## src/rtl/lsu.sv

```systemverilog
// Load/store unit: one data-bus transaction per instruction, with alignment check,
// lane steering, load extension and a bus timeout; non-memory results pass through.
module lsu #(
   parameter int unsigned BUS_TIMEOUT = 255
) (
   input  logic        clk,
   input  logic        rst,
   input  logic        exu_data_ok,
   input  logic        mem_rd,
   input  logic        mem_wr,
   input  logic [1:0]  mem_size,
   input  logic        mem_unsigned,
   input  logic [63:0] addr,
   input  logic [63:0] wdata,
   output logic        dreq_valid,
   output logic [63:0] dreq_addr,
   output logic        dreq_wr,
   output logic [7:0]  dreq_strobe,
   output logic [63:0] dreq_wdata,
   input  logic        dresp_data_ok,
   input  logic [63:0] dresp_data,
   output logic        lsu_data_ok,
   output logic [63:0] lsu_result,
   output logic        lsu_misalign,
   output logic        lsu_bus_err,
   output logic        lsu_busy
);

   localparam logic [7:0] LP_TIMEOUT = 8'(BUS_TIMEOUT);

   typedef enum logic [1:0] {
      ST_IDLE = 2'd0,
      ST_REQ  = 2'd1,
      ST_DONE = 2'd2
   } state_t;

   state_t      r_state, w_state_nxt;
   logic        r_valid, w_valid_nxt;
   logic [63:0] r_addr, w_addr_nxt;
   logic        r_wr, w_wr_nxt;
   logic [7:0]  r_strobe, w_strobe_nxt;
   logic [63:0] r_wdata, w_wdata_nxt;
   logic [1:0]  r_size, w_size_nxt;
   logic        r_unsigned, w_unsigned_nxt;
   logic [7:0]  r_cnt, w_cnt_nxt;
   logic [63:0] r_result, w_result_nxt;
   logic        r_data_ok, w_data_ok_nxt;
   logic        r_misalign, w_misalign_nxt;
   logic        r_bus_err, w_bus_err_nxt;
   logic        r_busy, w_busy_nxt;

   function automatic logic f_misaligned(input logic [2:0] ofs, input logic [1:0] size);
      case (size)
         2'd0:    f_misaligned = 1'b0;
         2'd1:    f_misaligned = ofs[0];
         2'd2:    f_misaligned = |ofs[1:0];
         default: f_misaligned = |ofs;
      endcase
   endfunction

   function automatic logic [7:0] f_strobe(input logic [2:0] ofs, input logic [1:0] size);
      logic [7:0] base;
      case (size)
         2'd0:    base = 8'h01;
         2'd1:    base = 8'h03;
         2'd2:    base = 8'h0F;
         default: base = 8'hFF;
      endcase
      f_strobe = base << ofs;
   endfunction

   function automatic logic [63:0] f_load(input logic [63:0] data, input logic [2:0] ofs,
                                          input logic [1:0] size, input logic uns);
      logic [63:0] sh;
      sh = data >> {ofs, 3'b000};
      case (size)
         2'd0:    f_load = uns ? {56'd0, sh[7:0]}  : {{56{sh[7]}},  sh[7:0]};
         2'd1:    f_load = uns ? {48'd0, sh[15:0]} : {{48{sh[15]}}, sh[15:0]};
         2'd2:    f_load = uns ? {32'd0, sh[31:0]} : {{32{sh[31]}}, sh[31:0]};
         default: f_load = sh;
      endcase
   endfunction

   // Next-state and next-output logic; every output is registered below.
   always_comb begin
      w_state_nxt    = r_state;
      w_valid_nxt    = r_valid;
      w_addr_nxt     = r_addr;
      w_wr_nxt       = r_wr;
      w_strobe_nxt   = r_strobe;
      w_wdata_nxt    = r_wdata;
      w_size_nxt     = r_size;
      w_unsigned_nxt = r_unsigned;
      w_cnt_nxt      = r_cnt;
      w_result_nxt   = r_result;
      w_data_ok_nxt  = 1'b0;
      w_misalign_nxt = 1'b0;
      w_bus_err_nxt  = 1'b0;
      case (r_state)
         ST_IDLE: begin
            if (exu_data_ok) begin
               if (!mem_rd && !mem_wr) begin
                  w_result_nxt  = addr;
                  w_data_ok_nxt = 1'b1;
                  w_state_nxt   = ST_DONE;
               end else if (f_misaligned(addr[2:0], mem_size)) begin
                  w_result_nxt   = 64'd0;
                  w_misalign_nxt = 1'b1;
                  w_data_ok_nxt  = 1'b1;
                  w_state_nxt    = ST_DONE;
               end else begin
                  w_addr_nxt     = addr;
                  w_wr_nxt       = mem_wr;
                  w_strobe_nxt   = mem_wr ? f_strobe(addr[2:0], mem_size) : 8'hFF;
                  w_wdata_nxt    = wdata << {addr[2:0], 3'b000};
                  w_size_nxt     = mem_size;
                  w_unsigned_nxt = mem_unsigned;
                  w_cnt_nxt      = 8'd0;
                  w_valid_nxt    = 1'b1;
                  w_state_nxt    = ST_REQ;
               end
            end else begin
               w_state_nxt = ST_IDLE;
            end
         end
         ST_REQ: begin
            // A response in the same cycle the counter expires still wins.
            if (dresp_data_ok) begin
               w_valid_nxt   = 1'b0;
               w_data_ok_nxt = 1'b1;
               w_result_nxt  = r_wr ? 64'd0 : f_load(dresp_data, r_addr[2:0], r_size, r_unsigned);
               w_state_nxt   = ST_DONE;
            end else if ((r_cnt + 8'd1) == LP_TIMEOUT) begin
               w_cnt_nxt     = r_cnt + 8'd1;
               w_valid_nxt   = 1'b0;
               w_data_ok_nxt = 1'b1;
               w_bus_err_nxt = 1'b1;
               w_result_nxt  = 64'd0;
               w_state_nxt   = ST_DONE;
            end else begin
               w_cnt_nxt = r_cnt + 8'd1;
            end
         end
         ST_DONE: begin
            w_state_nxt = ST_IDLE;
         end
         default: begin
            w_state_nxt = ST_IDLE;
            w_valid_nxt = 1'b0;
         end
      endcase
      w_busy_nxt = (w_state_nxt != ST_IDLE);
   end

   // State and output registers.
   always_ff @(posedge clk or negedge rst) begin
      if (!rst) begin
         r_state    <= ST_IDLE;
         r_valid    <= 1'b0;
         r_addr     <= 64'd0;
         r_wr       <= 1'b0;
         r_strobe   <= 8'd0;
         r_wdata    <= 64'd0;
         r_size     <= 2'd0;
         r_unsigned <= 1'b0;
         r_cnt      <= 8'd0;
         r_result   <= 64'd0;
         r_data_ok  <= 1'b0;
         r_misalign <= 1'b0;
         r_bus_err  <= 1'b0;
         r_busy     <= 1'b0;
      end else begin
         r_state    <= w_state_nxt;
         r_valid    <= w_valid_nxt;
         r_addr     <= w_addr_nxt;
         r_wr       <= w_wr_nxt;
         r_strobe   <= w_strobe_nxt;
         r_wdata    <= w_wdata_nxt;
         r_size     <= w_size_nxt;
         r_unsigned <= w_unsigned_nxt;
         r_cnt      <= w_cnt_nxt;
         r_result   <= w_result_nxt;
         r_data_ok  <= w_data_ok_nxt;
         r_misalign <= w_misalign_nxt;
         r_bus_err  <= w_bus_err_nxt;
         r_busy     <= w_busy_nxt;
      end
   end

   assign dreq_valid   = r_valid;
   assign dreq_addr    = r_addr;
   assign dreq_wr      = r_wr;
   assign dreq_strobe  = r_strobe;
   assign dreq_wdata   = r_wdata;
   assign lsu_data_ok  = r_data_ok;
   assign lsu_result   = r_result;
   assign lsu_misalign = r_misalign;
   assign lsu_bus_err  = r_bus_err;
   assign lsu_busy     = r_busy;

endmodule

```

## config.mk

```make
export PLATFORM = sky130hd
export DESIGN_NAME = lsu
export DESIGN_NICKNAME = d
export VERILOG_FILES = /design/src/rtl/lsu.sv
export SDC_FILE = /design/constraint.sdc
export NUM_CORES = 1
export LEC_CHECK = 0
export ABC_AREA = 1
export CORE_MARGIN = 2
export CORE_UTILIZATION = 43
export DETAILED_ROUTE_END_ITERATION = 10
export PLACE_DENSITY = 0.78
export SYNTH_ARGS = -nofsm -noshare
export SYNTH_HDL_FRONTEND = slang
export SYNTH_SLANG_ARGS = --single-unit
```

## constraint.sdc

```tcl
create_clock -name clk -period 1.8 [get_ports clk]
set_clock_uncertainty 0.15 [all_clocks]
set_input_delay 0.36 -clock clk [delete_from_list [all_inputs] [get_ports clk]]
set_output_delay 0.36 -clock clk [all_outputs]
set_load 0.03 [all_outputs]
```

==> impl_results.md, run 1 <==
* Sequential area share after synthesis at 42.5%
* Total number of yosys warnings at 0
* Async S/R FF share, synth at 100%
* Htree depth at 1
* Row cnt at 63
* Clock Tree Root: clkbuf_16
* Syn-to-layout area delta at 75.9%
* Post-synth net total at 2102
* Synthesized cell area at 12900 sq um
* Max clock buf depth at 3
* Largest net degree at the start of global routing at 52
* Top-area cell type share of the netlist area at 42.5%
* Width of the die at 177 um
* Top FF cell, synth: dfrtp_1
* Worst slew pin tran at 880 ps
* Nets@finish at 2691
* Most common cell in the netlist: nand2_1
* Area fraction in and, or, nand and nor cells after synthesis at 34.2%
* Worst path required time at 2090 ps
* Worst-path clk slew at 60 ps
* Xor/xnor share of the synthesized area at 0.204%
* Failing checks: setup timing
* First-pass DRT Iterations at 6
* Top post-synthesis cells by count: nand2_1 (815), dfrtp_1 (219), o21ai_0 (207), nor2_1 (172), nand3_1 (113)
* Iter 0 DRT Violations at 1675
* Clk_lat worst skew at 530 ps
* Slew Limit Fails at 0
* Multiplexer share of the synthesized area at 1.32%
* Port Buffer Count at 406
* Finished Layout Cells at 2899
* GP Congestion at 0.936
* Relative slew slack at 41.3%
* Total track usage at 35.0%
* Post-route ant nets at 0
* Mean post-synth cell area at 6.79 sq um
* Initial antenna violation count at 6
* Final Hold Vio Count at 0
* Outcome: complete, but fails checks
* Fraction of layout instances using a drive strength above 1 at 27.3%
* DR vias at 16600
* Max FO, Critical Path at 6
* Clock Sinks at 219
* Min Tclk post-route at 2190 ps
* # placed instances at 2775
* Synthesized instance count at 1899
* Vias/cell at 5.72
* Leakage at 10.8 nW
* Synth top area cells: dfrtp_1 (43%), nand2_1 (24%), o21ai_0 (8.0%)
* Clock buffer count from CTS at 25
* MaxCap Viol Count at 0
* Yosys top cell by area: dfrtp_1
* WL/cell at 22.9 um
* Fin crit share at 122%
* Fmax at 456 MHz
* Grt ovf at 0
* Number of flops mapped to enable cells by yosys at 0
* Vias in the first global route at 15100
* Total power at 32.4 mW
* Post-DP HPWL at 40.8 mm
* CP Launch Type: register
* Area fraction in compound gates after synthesis at 14.6%
* CTS tree: yes
* Largest family of logic cells by synthesized area: simple AND/OR/NAND/NOR gates
* Worst Setup Slack, final at -393 ps
* Die area at 31400 sq um
* Worst min path class: in -> reg
* Adder-Cell Fraction of Synth Area at 0.194%
* Initial Utilization at 43.6%
* Distinct cells, synth at 39
* Flops & latches, synth at 219
* CORE AREA at 29600 sq um
* VDD IR max at 1.08 mV
* Final Setup Violations at 277
* Drt drc at 0
* Die height at 177 um
* CP endpoint kind: register
* WP data arrival at 2480 ps
* Pwr Density at 1430 nW/um^2
* First-pass GRT wire length at 85.5 mm
* WL final at 66.3 mm
* Critical path class: reg -> reg
* RSZ-0062 raised after global routing: true
* # IOs at 407
[routing by layer]
| layer | vias up | wire [um] | global-route usage, % |
|---|---|---|---|
| li1 | 7339 | - | - |
| met1 | 7831 | 23400 | 41.3 |
| met2 | 1113 | 31400 | 61.1 |
| met3 | 298 | 6950 | 8.35 |
| met4 | 4 | 4560 | 14.1 |
| met5 | - | 26 | 0 |
[metrics by stage]
stage	cell area [sq um]	TNS, ps	utilization (%)	hold WS [ps]	setup WS [ps]
2_1_floorplan	12900	-2610	-	-85.6	-58.1
3_3_place_gp	18900	-95140	63.9	170	-532
3_5_place_dp	18900	-107370	63.9	172	-616
4_1_cts	20400	-13670	69.1	201	-259
5_1_grt	22700	-58690	76.7	207	-485
6_report	22700	-40350	76.7	194	-393
[critical path, stage by stage, from the launching register on]
cell     delay [ps]
dfrtp_1         450
nand2_2         100
nor2_2          160
nand2_1          80
nand2_1          70
nand2_1          90
nor2_2          130
nand3_2         120
nand2_4         160
nand2_8         120
inv_16          110
buf_8           140
nor2_1           60
nor2_1          150
[report_power, final]
group	internal (mW)	total, mW	switching, mW
clock network	2.94	5.11	2.17
registers	6.76	8.37	1.61
logic	7.44	19.0	11.5
total	17.1	32.4	15.3
[cell type report]
class                           instances  area [sq um]
Multi-Input combinational cell       1482          8030
Sequential cell                       219          5490
Clock buffer                           37           731
Antenna cell                            4          10.0
Clock inverter                          7          66.3
Timing Repair Buffer                  689          7510
Timing Repair inverter                  3          43.8
Tap cell                              390           488
Inverter                               68           305
Fill cell                            2046          6900
[registers in the layout (all words and copies together), names as in the netlist, 2 cells and up]
signal,count
lsu_result,64
r_cnt,8
dreq_strobe,8
dreq_addr,64
r_size,2
r_state,2
dreq_wdata,64
[kinds of logic after synthesis]
family          count (synthesis)
compound gates                334
xor+xnor                        3
fa+ha+maj                       2
buf+inv                       204
flops                         219
mux                            17
simple gates                 1120
[placed cells by master (no fill, tap or decap), types with 8 or more instances in the layout]
cell type          n
buf_16            14
a21oi_1           35
clkdlybuf4s15_1   95
buf_6             20
buf_8             10
buf_12            43
a21oi_2            8
inv_1             58
o21ai_0          170
clkdlybuf4s50_1  196
nand2_2           91
dfrtp_1          214
nor2_1           144
nand3_2           21
o31ai_4           10
clkdlybuf4s15_2   51
o31ai_2           12
o21ai_1           15
nand3_1           92
clkbuf_16         46
o21ai_2           26
dlygate4sd2_1     57
buf_4            177
nand2_1          662
nand2_4           68
nor2_2            19
nor2_4            13
mux2i_1           17
o211ai_1          22
[final timing paths]
check | cells after the start | start | slack [ps] | end
worst max-delay path | 13 | r_cnt[3] | -390 | lsu_result[46]
worst min-delay path | 4 | mem_size[0] | 190 | r_size[0]
worst max register to register | 13 | r_cnt[3] | -390 | lsu_result[46]
worst min register to register | 2 | lsu_result[2] | 330 | lsu_result[2]
max in group asynchronous | 3 | rst | 670 | dreq_wdata[44]
min in group asynchronous | 2 | rst | 200 | dreq_addr[11]
[repair_timing]
| item | 4_1_cts | 5_1_grt |
|---|---|---|
| setup buffers | 11 | 10 |
| hold buffers | 1 | 0 |
| cloned | 14 | 41 |
| setup endpoints to repair | 347 | 336 |
| gates resized for setup | 506 | 379 |
| endpoints found under the hold margin | 101 | 0 |
| pin swaps | 20 | 87 |
No activity file was read; power rests on OpenSTA's default activity.
==> inputs of run 2 (changes only) <==
- TNS_END_PERCENT: unset -> 5
==> run 2 against run 1 <==
The flow still finishes with violations (setup timing); critical path depth fell by 1; via count shrank 4.7%; utilization down 7.5 points; sequential power down 3.7%; largest power group unchanged.
==> impl_results.md, run 2 (synthesized netlist as in run 1, its figures left out) <==
* Failing checks: setup timing
* Final Hold Vio Count at 0 (unchanged)
* Initial Utilization at 43.6% (unchanged)
* Vias/cell at 5.55 (-3.0%)
* Worst Setup Slack, final at -317 ps (+76.0 ps)
* CTS tree: yes
* Total track usage at 34.4% (-0.61 points)
* Die height at 177 um (unchanged)
* VDD IR max at 0.892 mV (-17%)
* Worst path required time at 2070 ps (-20 ps)
* Hold_ws at 166 ps (-28.6 ps)
* Post-DP HPWL at 41.1 mm (+0.56%)
* Relative slew slack at 54.9% (+14 points)
* MaxCap Viol Count at 0 (unchanged)
* First-pass DRT Iterations at 6 (unchanged)
* Width of the die at 177 um (unchanged)
* Leakage at 9.91 nW (-8.4%)
* WP data arrival at 2380 ps (-100 ps)
* # IOs at 407 (unchanged)
* Post-route ant nets at 0 (unchanged)
* CP endpoint kind: register
* CP Launch Type: register
* Critical path class: reg -> reg
* Initial antenna violation count at 7 (+1)
* Outcome: complete, but fails checks
* CORE AREA at 29600 sq um (unchanged)
* RSZ-0062 raised after global routing: true
* Clk_lat worst skew at 530 ps (about the same)
* Die area at 31400 sq um (unchanged)
* Max FO, Critical Path at 8 (+2)
* Clock buffer count from CTS at 25 (unchanged)
* Min Tclk post-route at 2120 ps (-76.0 ps)
* Nets@finish at 2639 (-1.9%)
* Syn-to-layout area delta at 58.7%
* Htree depth at 1 (unchanged)
* Pre-CTS setup slack at -648 ps (-32.2 ps)
* Clock Sinks at 219 (unchanged)
* WL final at 57.3 mm (-14%)
* Most common cell after layout, fill and taps aside: nand2_1
* Clock Tree Root: clkbuf_16
* Max clock buf depth at 3 (unchanged)
* Most frequent cells in the layout: nand2_1 (778), dfrtp_1 (214), clkdlybuf4s50_1 (198)
* Fmax at 472 MHz (+3.6%)
* Row cnt at 63 (unchanged)
* First-pass GRT wire length at 83.9 mm (-1.9%)
* Worst slew pin tran at 676 ps (-205 ps)
* Port Buffer Count at 406 (unchanged)
* Grt ovf at 0 (unchanged)
* Worst min path class: in -> async
* Largest net degree at the start of global routing at 88 (+69%)
* GP Congestion at 0.965 (+3.1%)
* Drt drc at 0 (unchanged)
* Final Setup Violations at 85 (-69%)
* WL/cell at 20.1 um (-12%)
* Slew Limit Fails at 0 (unchanged)
* Iter 0 DRT Violations at 1446 (-14%)
* DR vias at 15800 (-4.7%)
* Pwr Density at 1510 nW/um^2 (+5.3%)
* Vias in the first global route at 15000 (-0.37%)
* Fraction of layout instances using a drive strength above 1 at 22.7% (-4.6 points)
* Worst-path clk slew at 60 ps (about the same)
* Fin crit share at 118% (-4.2 points)
==> run 2: changes by cell type in the layout (fill, tap and decap cells not counted), sizes merged, moves of 2 or more <==
| cell | change |
|---|---|
| dlymetal6s2s | -2 |
| clkbuf | +57 |
| clkdlybuf4s50 | +2 |
| buf | -28 |
| nand2 | -6 |
| diode | +2 |
| dlygate4sd2 | -53 |
| clkdlybuf4s15 | -22 |
==> run 2: area by class of cell <==
class / instances / area, sq um
repair buffers: 646 / 6300
fillers: 2436 / 9110
clock inverters: 10 / 110
inverters: 68 / 280
clock buffers: 34 / 719
well taps: 390 / 488
diodes: 6 / 15.0
flip-flops and latches: 219 / 5490
multi-input cells: 1476 / 7050
==> run 2: worst paths after layout <==
path | start | to | slack (ps) | depth (start not counted)
min in group clk | addr[0] | dreq_strobe[0] | 230 | 5
worst max-delay path | dreq_addr[0] | lsu_result[43] | -320 | 12
worst min-delay path | rst | lsu_result[25] | 170 | 2
worst max register to register | dreq_addr[0] | lsu_result[43] | -320 | 12
worst min register to register | dreq_addr[40] | dreq_addr[40] | 320 | 2
max in group asynchronous | rst | dreq_wdata[5] | 700 | 3
==> run 2: report_power, final <==
| part | leakage, nW | switching [mW] | total (mW) | internal, mW |
|---|---|---|---|---|
| Clock | 0.411 | 2.15 | 5.22 | 3.08 |
| Sequential | 2.76 | 1.30 | 8.06 | 6.76 |
| Combinational | 6.74 | 10.9 | 17.5 | 6.67 |
==> run 2: critical path, cell delays in order (launching register included) <==
cell	delay, ps
dfrtp_2	480
buf_8	180
nand2_2	60
nand3_2	70
nand2_1	80
nand2_2	80
nand3_4	110
nand3_4	90
nor2_4	270
clkbuf_16	210
nor2_1	50
nor2_1	110
nor2_1	50
==> run 2: through the flow <==
stage	util [%]	instance area [sq um]	std cells	power, mW	setup TNS (ps)
6_report	69.2	20400	2849	30.8	-17750
3_3_place_gp	63.4	18700	2768	24.5	-95760
4_1_cts	67.9	20100	2826	29.8	-14410
3_5_place_dp	63.4	18700	2768	24.7	-106250
5_1_grt	69.2	20400	2848	32.4	-36850
2_1_floorplan	-	12900	1899	17.0	-2880
==> run 2: metal layers <==
layer	vias to the layer above	global-route usage [%]	share of wire, %
met1	7454	41.0	36
met5	-	0	0.040
met2	941	60.1	48
met4	4	12.4	4.7
met3	181	8.31	11
li1	7224	-	-
==> run 2: repair_timing <==
item / in CTS / in global routing
resized for setup: 505 / 239
hold buffers: 1 / 0
hold endpoints to repair: 219 / 0
gates cloned: 7 / 8
setup endpoints to repair: 353 / 329
pin swaps: 22 / 29
setup buffers: 7 / 9
